File: config.mk
export PLATFORM = sky130hd
export DESIGN_NAME = net_resolve_reg
export DESIGN_NICKNAME = d
export VERILOG_FILES = /design/src/rtl/net_resolve_pkg.sv /design/src/rtl/net_resolve_bit.sv /design/src/rtl/net_resolve_reg.sv
export SDC_FILE = /design/constraint.sdc
export NUM_CORES = 1
export LEC_CHECK = 0
export BUFFER_PORTS_ARGS = -buffer_cell sky130_fd_sc_hd__buf_2
export CAP_MARGIN = 10
export CORE_ASPECT_RATIO = 1.25
export CORE_MARGIN = 2
export CORE_UTILIZATION = 24
export CTS_CLUSTER_DIAMETER = 30
export DETAILED_ROUTE_END_ITERATION = 6
export PLACE_DENSITY_LB_ADDON = 0.1
export REMOVE_ABC_BUFFERS = 1
export SETUP_SLACK_MARGIN = 0.2
export SLEW_MARGIN = 0
export SYNTH_ARGS = -nofsm -noshare
export SYNTH_HDL_FRONTEND = slang
export SYNTH_SLANG_ARGS = --single-unit
File: constraint.sdc
create_clock -name clk -period 1.9 [get_ports clk]
set_input_delay 0.285 -clock clk [delete_from_list [all_inputs] [get_ports clk]]
set_output_delay 0.285 -clock clk [all_outputs]
set_load 0.02 [all_outputs]
File: src/rtl/net_resolve_pkg.sv
// net_resolve_pkg: shared net-kind and 4-state encodings plus the per-bit resolution rule.
package net_resolve_pkg;
  typedef enum logic [1:0] {NK_WIRE, NK_WOR, NK_WAND, NK_TRIREG} net_kind_e;
  typedef enum logic [1:0] {L0 = 2'b00, L1 = 2'b01, LZ = 2'b10, LX = 2'b11} logic4_e;
  function automatic logic4_e resolve_bit(input logic any0, input logic any1, input net_kind_e kind);
    return (!any0 && !any1) ? LZ :
           kind == NK_WOR   ? (any1 ? L1 : L0) :
           kind == NK_WAND  ? (any0 ? L0 : L1) :
           (any0 && any1)   ? LX : (any1 ? L1 : L0);
  endfunction
endpackage

File: src/rtl/net_resolve_bit.sv
// net_resolve_bit: one resolved net bit with its registered state and, for trireg, charge decay.
module net_resolve_bit
  import net_resolve_pkg::*;
#(
  parameter int NDRV  = 4,
  parameter int MODE  = 0,
  parameter int DECAY = 3
) (
  input  logic            clk,
  input  logic            rst_n,
  input  logic            in_valid,
  input  logic [NDRV-1:0] en,
  input  logic [NDRV-1:0] val,
  output logic [1:0]      res,
  output logic            conflict
);
  localparam net_kind_e KIND = net_kind_e'(MODE[1:0]);
  if (DECAY < 0) begin : g_bad_decay
    $error("net_resolve_bit: DECAY must be >= 0");
  end
  logic any0, any1;
  logic4_e rb, st;
  assign any0 = |(en & ~val);
  assign any1 = |(en & val);
  assign rb = resolve_bit(any0, any1, KIND);
  assign conflict = rb == LX;
  assign res = st;
  if (KIND == NK_TRIREG) begin : g_tri
    localparam int CW = DECAY > 0 ? $clog2(DECAY + 1) : 1;
    localparam logic [CW-1:0] DMAX = CW'(DECAY);
    localparam logic [CW-1:0] DLAST = CW'(DECAY > 0 ? DECAY - 1 : 0);
    logic [CW-1:0] dc;
    // dc counts undriven accepted beats; it parks at DECAY once the charge is lost
    always_ff @(posedge clk or negedge rst_n)
      if (!rst_n) begin
        st <= LX;
        dc <= '0;
      end else if (in_valid && (any0 || any1)) begin
        st <= rb;
        dc <= '0;
      end else if (in_valid && DECAY != 0 && dc != DMAX) begin
        dc <= dc + 1'b1;
        if (dc == DLAST) st <= LX;
      end
  end else begin : g_comb
    always_ff @(posedge clk or negedge rst_n)
      if (!rst_n) st <= LZ;
      else if (in_valid) st <= rb;
  end
endmodule

File: src/rtl/net_resolve_reg.sv
// net_resolve_reg: registered multi-driver net resolver (wire/wor/wand/trireg) with conflict tracking.
module net_resolve_reg
  import net_resolve_pkg::*;
#(
  parameter int NDRV  = 4,
  parameter int WIDTH = 8,
  parameter int MODE  = 0,
  parameter int DECAY = 3,
  parameter int CNTW  = 16
) (
  input  logic                        clk,
  input  logic                        rst_n,
  input  logic                        in_valid,
  input  logic [NDRV-1:0][WIDTH-1:0]  drv_val,
  input  logic [NDRV-1:0][WIDTH-1:0]  drv_en,
  input  logic                        cnt_clr,
  output logic                        out_valid,
  output logic [WIDTH-1:0]            res_v,
  output logic [WIDTH-1:0]            res_xz,
  output logic                        conflict,
  output logic [CNTW-1:0]             conflict_cnt
);
  if (MODE < 0 || MODE > 3) begin : g_bad_mode
    $error("net_resolve_reg: MODE must be 0..3");
  end
  if (NDRV < 1 || NDRV > 16 || WIDTH < 1 || WIDTH > 64) begin : g_bad_size
    $error("net_resolve_reg: NDRV must be 1..16 and WIDTH 1..64");
  end
  logic [WIDTH-1:0] cf;
  genvar b, d;
  for (b = 0; b < WIDTH; b++) begin : g_bit
    logic [NDRV-1:0] e, v;
    logic [1:0] r;
    for (d = 0; d < NDRV; d++) begin : g_drv
      assign e[d] = drv_en[d][b];
      assign v[d] = drv_val[d][b];
    end
    net_resolve_bit #(.NDRV(NDRV), .MODE(MODE), .DECAY(DECAY)) u_bit (
      .clk(clk),
      .rst_n(rst_n),
      .in_valid(in_valid),
      .en(e),
      .val(v),
      .res(r),
      .conflict(cf[b])
    );
    assign res_xz[b] = r[1];
    assign res_v[b] = r[0];
  end
  always_ff @(posedge clk or negedge rst_n)
    if (!rst_n) begin
      out_valid <= 1'b0;
      conflict <= 1'b0;
      conflict_cnt <= '0;
    end else begin
      out_valid <= in_valid;
      if (in_valid) conflict <= |cf;
      if (cnt_clr) conflict_cnt <= '0;
      else if (in_valid && |cf && !(&conflict_cnt)) conflict_cnt <= conflict_cnt + 1'b1;
    end
endmodule

After elaboration in Yosys (flattened, before gate mapping)
Cells that the tools add are included.

Add/sub/neg operators: 1. Equality and inequality tests: 8. Muxes and demuxes: 26. Bitwise logic cells: 24. Reduce and logical (&&, ||, !) cells: 54.

Operators with widths (number): $and A4 B4 Y4 (16); $reduce_or A4 Y1 (16); $mux W16 (2); $mux W2 (16); $not A4 Y4 (8); $logic_and A1 B1 Y1 (18); $logic_not A1 Y1 (17); $add A16 B1 Y16 const B (1); $eq A2 B2 Y1 const B (8); $reduce_and A16 Y1 (1); $mux W1 (8); $reduce_or A8 Y1 (1); $reduce_bool A2 Y1 (1).

Bits in registers: 34. Output and inout bits: 34. Word-level logic and storage cells: 124.

Logic depth before layout (Yosys ltp)
Gate-level depths: netlist (run 1).

Depth after elaboration: 12. Mapped depth: 10. Depth with buffers taken out: 9.

By module
From an unflattened synthesis (run 1), not the netlist that was laid out.

Cell total of the unflattened synthesis: 219. Area total of the unflattened synthesis: 2215.9 µm².

Modules (own cells, without submodules): net_resolve_bit (instances 8, cells each 15, area each 147.6 µm², sequential area each 51.3 µm²); net_resolve_reg (instances 1, cells each 99, area each 1034.7 µm², sequential area each 450.4 µm²).

Worst setup path after synthesis (run 1)
No wires, ideal clock.

Kind: input -> register. Start point: in drv_val[1] in the netlist's numbering. End point: reg conflict_cnt[9]. Library setup time: 0.125 ns. Data arrival time: 1.874 ns. Setup slack: -0.098 ns. Stages on the path: 10. Cell sequence: inv_1 > a22oi_1 > o221ai_1 > ha_1 > nor4_1 > a21bo_1 > buf_6 > nor4_4 > nand3_1 > mux2_2.

Word-level cells in the longest chain between the ends: 11.

RTL lines: from (decl) (RTL line net_resolve_reg.sv:14) `input logic [NDRV-1:0][WIDTH-1:0] drv_val,`; $not A4 Y4 (RTL line net_resolve_bit.sv:23) `assign any0 = |(en & ~val);`; $and A4 B4 Y4 (RTL line net_resolve_bit.sv:23); $reduce_or A4 Y1 (RTL line net_resolve_bit.sv:23); $logic_and A1 B1 Y1 / $logic_not A1 Y1 (equally long branches) (RTL line net_resolve_pkg.sv:9, net_resolve_pkg.sv:6); $mux W2 / $logic_and A1 B1 Y1 (equally long branches) (RTL line net_resolve_pkg.sv:9, net_resolve_pkg.sv:6); $mux W2 (*) (RTL line net_resolve_pkg.sv:6) `return (!any0 && !any1) ? LZ :`; $eq A2 B2 Y1 (*) (RTL line net_resolve_bit.sv:26) `assign conflict = rb == LX;`; $reduce_or A8 Y1 (*) (RTL line net_resolve_reg.sv:59) `else if (in_valid && |cf && !(&conflict_cnt)) conflict_cnt <= conflict_cnt + 1'b1;`; $logic_and A1 B1 Y1 (*) (2 in a row) (RTL line net_resolve_reg.sv:59); $reduce_bool A2 Y1 (no line) (*); to (signal assigned) (RTL line net_resolve_reg.sv:59); to (decl) (RTL line net_resolve_reg.sv:21) `output logic [CNTW-1:0] conflict_cnt`.

Every way passes the cells marked *; elsewhere a longest branch is shown, timed or not. A chain may end at the register's enable or synchronous reset.

Worst setup path after layout (run 1)
Start point: in drv_val[4] in the netlist's numbering. End point: reg conflict_cnt[11].

Same word-level chain as after synthesis.

==> results.cfg, run 1 <==
[synthesis]
yosysTopAreaCell = dfrtp_1
ys_warn_count = 0
synth_seq_cells = 34
async_flop_share = 1.000
synth_cell_type_count = 35
synth_area_per_cell_um2 = 9.239
synth_enable_flop_cells = 0
seq_area_frac_synth = 0.4160
yosys-top-cells-area = dfrtp_1, dfstp_2, a22oi_1, inv_1, ha_1
yosysTopAreaCellShare = 0.3144
synth_cells = 224
synthFlopType = dfrtp_1
syn_area_mm2 = 0.002069

[setup_path]
worstRegToRegCells = 7
reg2reg_to = conflict_cnt[15]
worstPathMaxFanout = 4
r2r_setup_slack_ps = 150
crit_required_ps = 2120
path_cells = buf_6 > inv_2 > a22oi_2 > o221ai_2 > ha_2 > nor4_4 > buf_4 > a21bo_4 > nor4_4 > buf_4 > a21bo_2 > a21oi_2
crit_family = compound AO/OA/AOI/OAI gates
critPathCapture = conflict_cnt[11]
start_kind = input port
criticalPathCategory = in -> reg
r2r_start = conflict_cnt[0]
worst_ep_arrival_time_ps = 2000
cp.depth = 12
end_kind = flop
path_buf_inv = 4
crit_start = drv_val[4]
cpPeakStageDelay_ps = 250
crit_path_top_delay_cell = nor4_4

[die]
fp.dieW_um = 87.06
die_area_mm2 = 0.009386
core_area_mm2 = 0.008287
start_util = 0.2497
rows = 37
die-height_um = 107.8
io_pins = 102

[min_path]
hold_path_depth = 1
hp-class = in -> reg
hp-start = in_valid

[sta]
finalClockSkew_ps = 5.051
fin_ws_ps = 115.2
max_slew_margin = 0.6795
finalSetupTns_ps = 0
worstMarginPinSlew_ps = 480.8
fmax_mhz = 560.3
rsz0062_at_grt = true
fin_crit_ps = 1785
drv_slew = 0
period_share = 0.9393
finalHoldViolCount = 0
setup_violations = 0

[cells_and_area]
mostFrequentLayoutCells = buf_2, buf_4, inv_1
finalNetCount = 435
area_growth_pct = 61.00
final_common_cell = buf_2
final_util = 0.4021
multi_input_area_mm2 = 0.001250
seqCellArea_um2 = 862.1
drive_gt1_frac = 0.5782
nFillCells = 841
diodes = 0
final_cells = 455

[power_and_ir_drop]
p_per_area_mw_per_mm2 = 594.8
ir_worst_vdd_v = 0.0002659
p_leak_nw = 1.653

[global_routing]
grt_pass1_vias = 2090
grt_max_degree = 25
grt_pass1_wl_mm = 9.756
track_usage = 0.1300
antenna_found_initial = 0
grt-ovfl-total = 0

[placement]
post-dp-hpwl_mm = 4.487
dpl_worst_slack_ps = -390.7
place_inst = 443
gp_congestion = 0.7133
io_buffers = 101

[clock_network]
clkSlewWorstSetupHoldPaths_ps = 70
cts-htree-levels = 2
cts_buffer_depth = 2
cts_tree = done
clk-insertion-delay-late_ps = 280
root_buffer = clkbuf_8
cts_buffers = 5
clock_sinks = 34

[route]
dr.pass1.iters = 4
finalWirelength_mm = 5.841
met2WireLength_mm = 3.036
drc_errors = 0
wl_met3_um = 297
vias_per_cell = 4.657
drt_iter0_drc = 27
vias = 2119
antenna_left = 0
wl_met1_mm = 2.435
top_layer = met4
routedWlPerCell_um = 12.84

[run]
drv_cap = 0

[outcome]
status = complete, no violations
## per-layer routing
metal / vias up / GRT usage
met5: - / 0
met4: 0 / 0.04018
met3: 7 / 0.02147
met2: 64 / 0.2306
met1: 992 / 0.1579
li1: 1056 / -
## kinds of logic (layout without fill, tap and decap cells)
group	count (synthesis)	after routing	synth area share
and+or+nand+nor	64	64	0.1675
buffers and inverters	47	181	0.09069
DFF	34	34	0.4160
adders and majority gates	9	9	0.05441
xor gates and xnor gates	11	11	0.04655
AOI/OAI and AO/OA	49	49	0.1753
muxes	10	10	0.04958
## cells in the mapped netlist (2+ instances only)
master / number
o221ai_1: 8
nor3_1: 2
o21ai_0: 2
mux2i_1: 8
nor2_1: 22
a22oi_1: 24
xnor2_1: 7
dfstp_2: 8
ha_1: 9
nor4_1: 2
nand3b_1: 2
nor4_4: 2
clkbuf_1: 3
nand4_1: 6
nor2b_1: 2
inv_1: 41
nand3_1: 7
xor2_1: 4
nand2_1: 11
dfrtp_1: 26
nor3b_1: 2
a21oi_1: 3
a21bo_2: 2
a31oi_1: 8
and3_1: 3
## flip-flops by register name (all words and copies together), names as in the netlist
register	flops
conflict	1
conflict_cnt	16
g_bit.u_bit.res	16
out_valid	1
## cell type report
class | instances | area share
clock buffers | 7 | 0.02591
flip-flops and latches | 34 | 0.2587
inverters | 41 | 0.04619
well taps | 97 | 0.03642
repair buffers | 133 | 0.2576
multi-input cells | 143 | 0.3751
## where the power goes
group | switching [W] | internal [W] | total [W]
logic | 0.000315 | 0.000273 | 0.000588
clock network | 0.000263 | 0.000288 | 0.000551
registers | 0.0000304 | 0.000813 | 0.000843
total | 0.000608 | 0.00137 | 0.00198
## worst min-delay path by stage
| stage | to | slack [ps] |
|---|---|---|
| global route | out_valid | 200 |
| detailed placement | conflict_cnt[10] | 270 |
| global placement | conflict_cnt[10] | 280 |
| floorplan | conflict | -10 |
| CTS | out_valid | 200 |
| finish | out_valid | 200 |
## through the flow
step / area (µm²) / hold WS (ps) / power [W]
after CTS: 3176 / 196.8 / 0.001982
after global placement: 2878 / 277.8 / 0.001357
after floorplan: 2036 / -10.59 / 0.001091
after detailed placement: 2878 / 271.1 / 0.001362
after global routing: 3332 / 202.1 / 0.002106
final: 3332 / 198.9 / 0.001982
## repair_timing
item,4_1_cts,5_1_grt
gates resized for setup,48,31
endpoints found under the hold margin,16,0
buffers inserted,1,3
hold buffers,1,0
setup endpoints to repair,17,17
pin swaps,14,16
Power figures use the tool's default switching activity.
==> run 2, diff against run 1 <==
Settings changed: CELL_PAD_IN_SITES_DETAIL_PLACEMENT set to 1, CELL_PAD_IN_SITES_GLOBAL_PLACEMENT set to 2, CORE_UTILIZATION 24 to 23.
==> run 2 against run 1 <==
Effect of this change:
- sequential power hardly changed
- die area is 4.2% higher
- cell count is 3.7% higher
- count of clock-buffer cells in the layout is 1 higher
- wire length is 9.7% higher
- global-route usage is 0.74 points higher
- non-clock buffer count is 7 lower
- total power is 4.9% higher
- critical endpoint is now conflict_cnt[9]
- via count is 0.33% lower
- worst setup slack worse by 40 ps
==> results.cfg, run 2 (synthesized netlist as in run 1, its figures left out) <==
[placement]
post-dp-hpwl_mm = 5.038
gp_congestion = 0.7277
dpl_worst_slack_ps = -433.2
placed_area_mm2 = 0.002839
io_buffers = 101

[cells_and_area]
area_growth_pct = 65.54
final_common_cell = buf_2
diodes = 0
finalNetCount = 428
seqCellArea_um2 = 860.8
final_util = 0.3937
multi_input_area_mm2 = 0.001309
drive_gt1_frac = 0.6136
nFillCells = 1030
mostFrequentLayoutCells = buf_2, dfrtp_1, inv_1
design_area_mm2 = 0.003426

[route]
met2WireLength_mm = 3.385
finalWirelength_mm = 6.410
wl_met3_um = 400
dr.pass1.iters = 4
wl_met1_mm = 2.549
antenna_left = 0
vias = 2112
vias_per_cell = 4.475
drt_iter0_drc = 28
top_layer = met4
drc_errors = 0
routedWlPerCell_um = 13.58

[setup_path]
crit_required_ps = 2070
end_kind = flop
r2r_start = conflict_cnt[1]
worst_ep_arrival_time_ps = 2000
start_kind = flop
worstPathMaxFanout = 5
worstRegToRegCells = 7
r2r_setup_slack_ps = 80
criticalPathCategory = reg -> reg
reg2reg_to = conflict_cnt[9]

[sta]
fmax_mhz = 548.0
finalClockSkew_ps = 2.750
finalHoldViolCount = 0
drv_slew = 0
setup_violations = 0
fin_ws_ps = 75.11
hold_ws_ps = 314.2
fin_crit_ps = 1825
max_slew_margin = 0.7089
rsz0062_at_grt = true
worstMarginPinSlew_ps = 436.7
period_share = 0.9605

[die]
core_area_mm2 = 0.008701
die-height_um = 110.1
io_pins = 102
rows = 38
start_util = 0.2378
die_area_mm2 = 0.009777
fp.dieW_um = 88.84

[clock_network]
root_buffer = clkbuf_8
clock_sinks = 34
clk-insertion-delay-late_ps = 280
cts_tree = done
cts-htree-levels = 2
cts_buffers = 5
clkSlewWorstSetupHoldPaths_ps = 70
cts_buffer_depth = 2

[global_routing]
grt_max_degree = 27
track_usage = 0.1374
grt-ovfl-total = 0
grt_pass1_vias = 2291
antenna_found_initial = 0
grt_pass1_wl_mm = 10.56

[min_path]
hold_end = g_bit[0].u_bit.res[0]
hp-class = in -> reg
hp-start = drv_en[24]
hold_path_depth = 3

[run]
drv_cap = 0

[power_and_ir_drop]
p_per_area_mw_per_mm2 = 606.9
ir_worst_vdd_v = 0.0003068
p_leak_nw = 1.641

[outcome]
status = complete, no violations
==> run 2: changes by cell type in the layout (fill, tap and decap cells not counted), moves of 3 or more <==
cell     previous run  this run
buf_4              29        21
inv_1              28        22
inv_2              13        19
a22oi_1             9         5
a22oi_2            15        19
buf_2              86        82
buf_6              16        19
nand3_1             6         3
nand3_2             1         4
==> run 2: what timing repair did <==
item                                    4_1_cts  5_1_grt
setup buffers                                 2        4
pin swaps                                    31       30
hold buffers                                  1        0
gates resized for setup                      78       23
endpoints found under the hold margin        13        0
endpoints found under the setup margin       17       17
==> run 2: worst max-delay path by stage <==
| stage | start | endpoint | cells past startpoint |
|---|---|---|---|
| 6_report | conflict_cnt[1] | conflict_cnt[9] | 7 |
| 5_1_grt | conflict_cnt[0] | conflict_cnt[9] | 7 |
| 4_1_cts | drv_val[22] | conflict_cnt[9] | 10 |
| 3_5_place_dp | drv_en[19] | conflict_cnt[15] | 10 |
| 3_3_place_gp | drv_val[5] | conflict_cnt[15] | 11 |
| 2_1_floorplan | drv_val[1] | conflict_cnt[9] | 9 |
==> run 2: critical path: stages (launching register included) <==
cell and delay (ps):
dfrtp_1 360, ha_2 190, nand4_1 210, nor4_4 350, nor4_4 80, buf_4 160
nand3_2 60, mux2_4 290
==> run 2: area by class of cell <==
class / count / area share
multi-input combinational: 143 / 0.3820
sequential: 34 / 0.2513
timing repair buffer: 126 / 0.2458
inverter: 41 / 0.04492
tap: 120 / 0.04383
clock buffer: 8 / 0.03214
==> run 2: per-layer routing <==
layer / up-vias / track usage
li1: 1040 / -
met1: 1006 / 0.1624
met2: 61 / 0.2404
met3: 5 / 0.03649
met4: 0 / 0.04221
met5: - / 0
==> run 2: per-stage QoR <==
stage          total power [W]  std cells  setup TNS [ps]
3_5_place_dp          0.001356        457           -4755
3_3_place_gp          0.001349        457           -4554
4_1_cts               0.002097        468               0
6_report              0.002079        472               0
5_1_grt               0.002211        472          -192.2
2_1_floorplan         0.001091        218          -301.1
==> run 2: where the power goes <==
group | total (W) | switching, W | internal (W) | leakage (nW)
combinational | 0.000596 | 0.000322 | 0.000274 | 1.17
clock | 0.000639 | 0.000273 | 0.000366 | 0.0575
sequential | 0.000844 | 0.0000314 | 0.000813 | 0.412
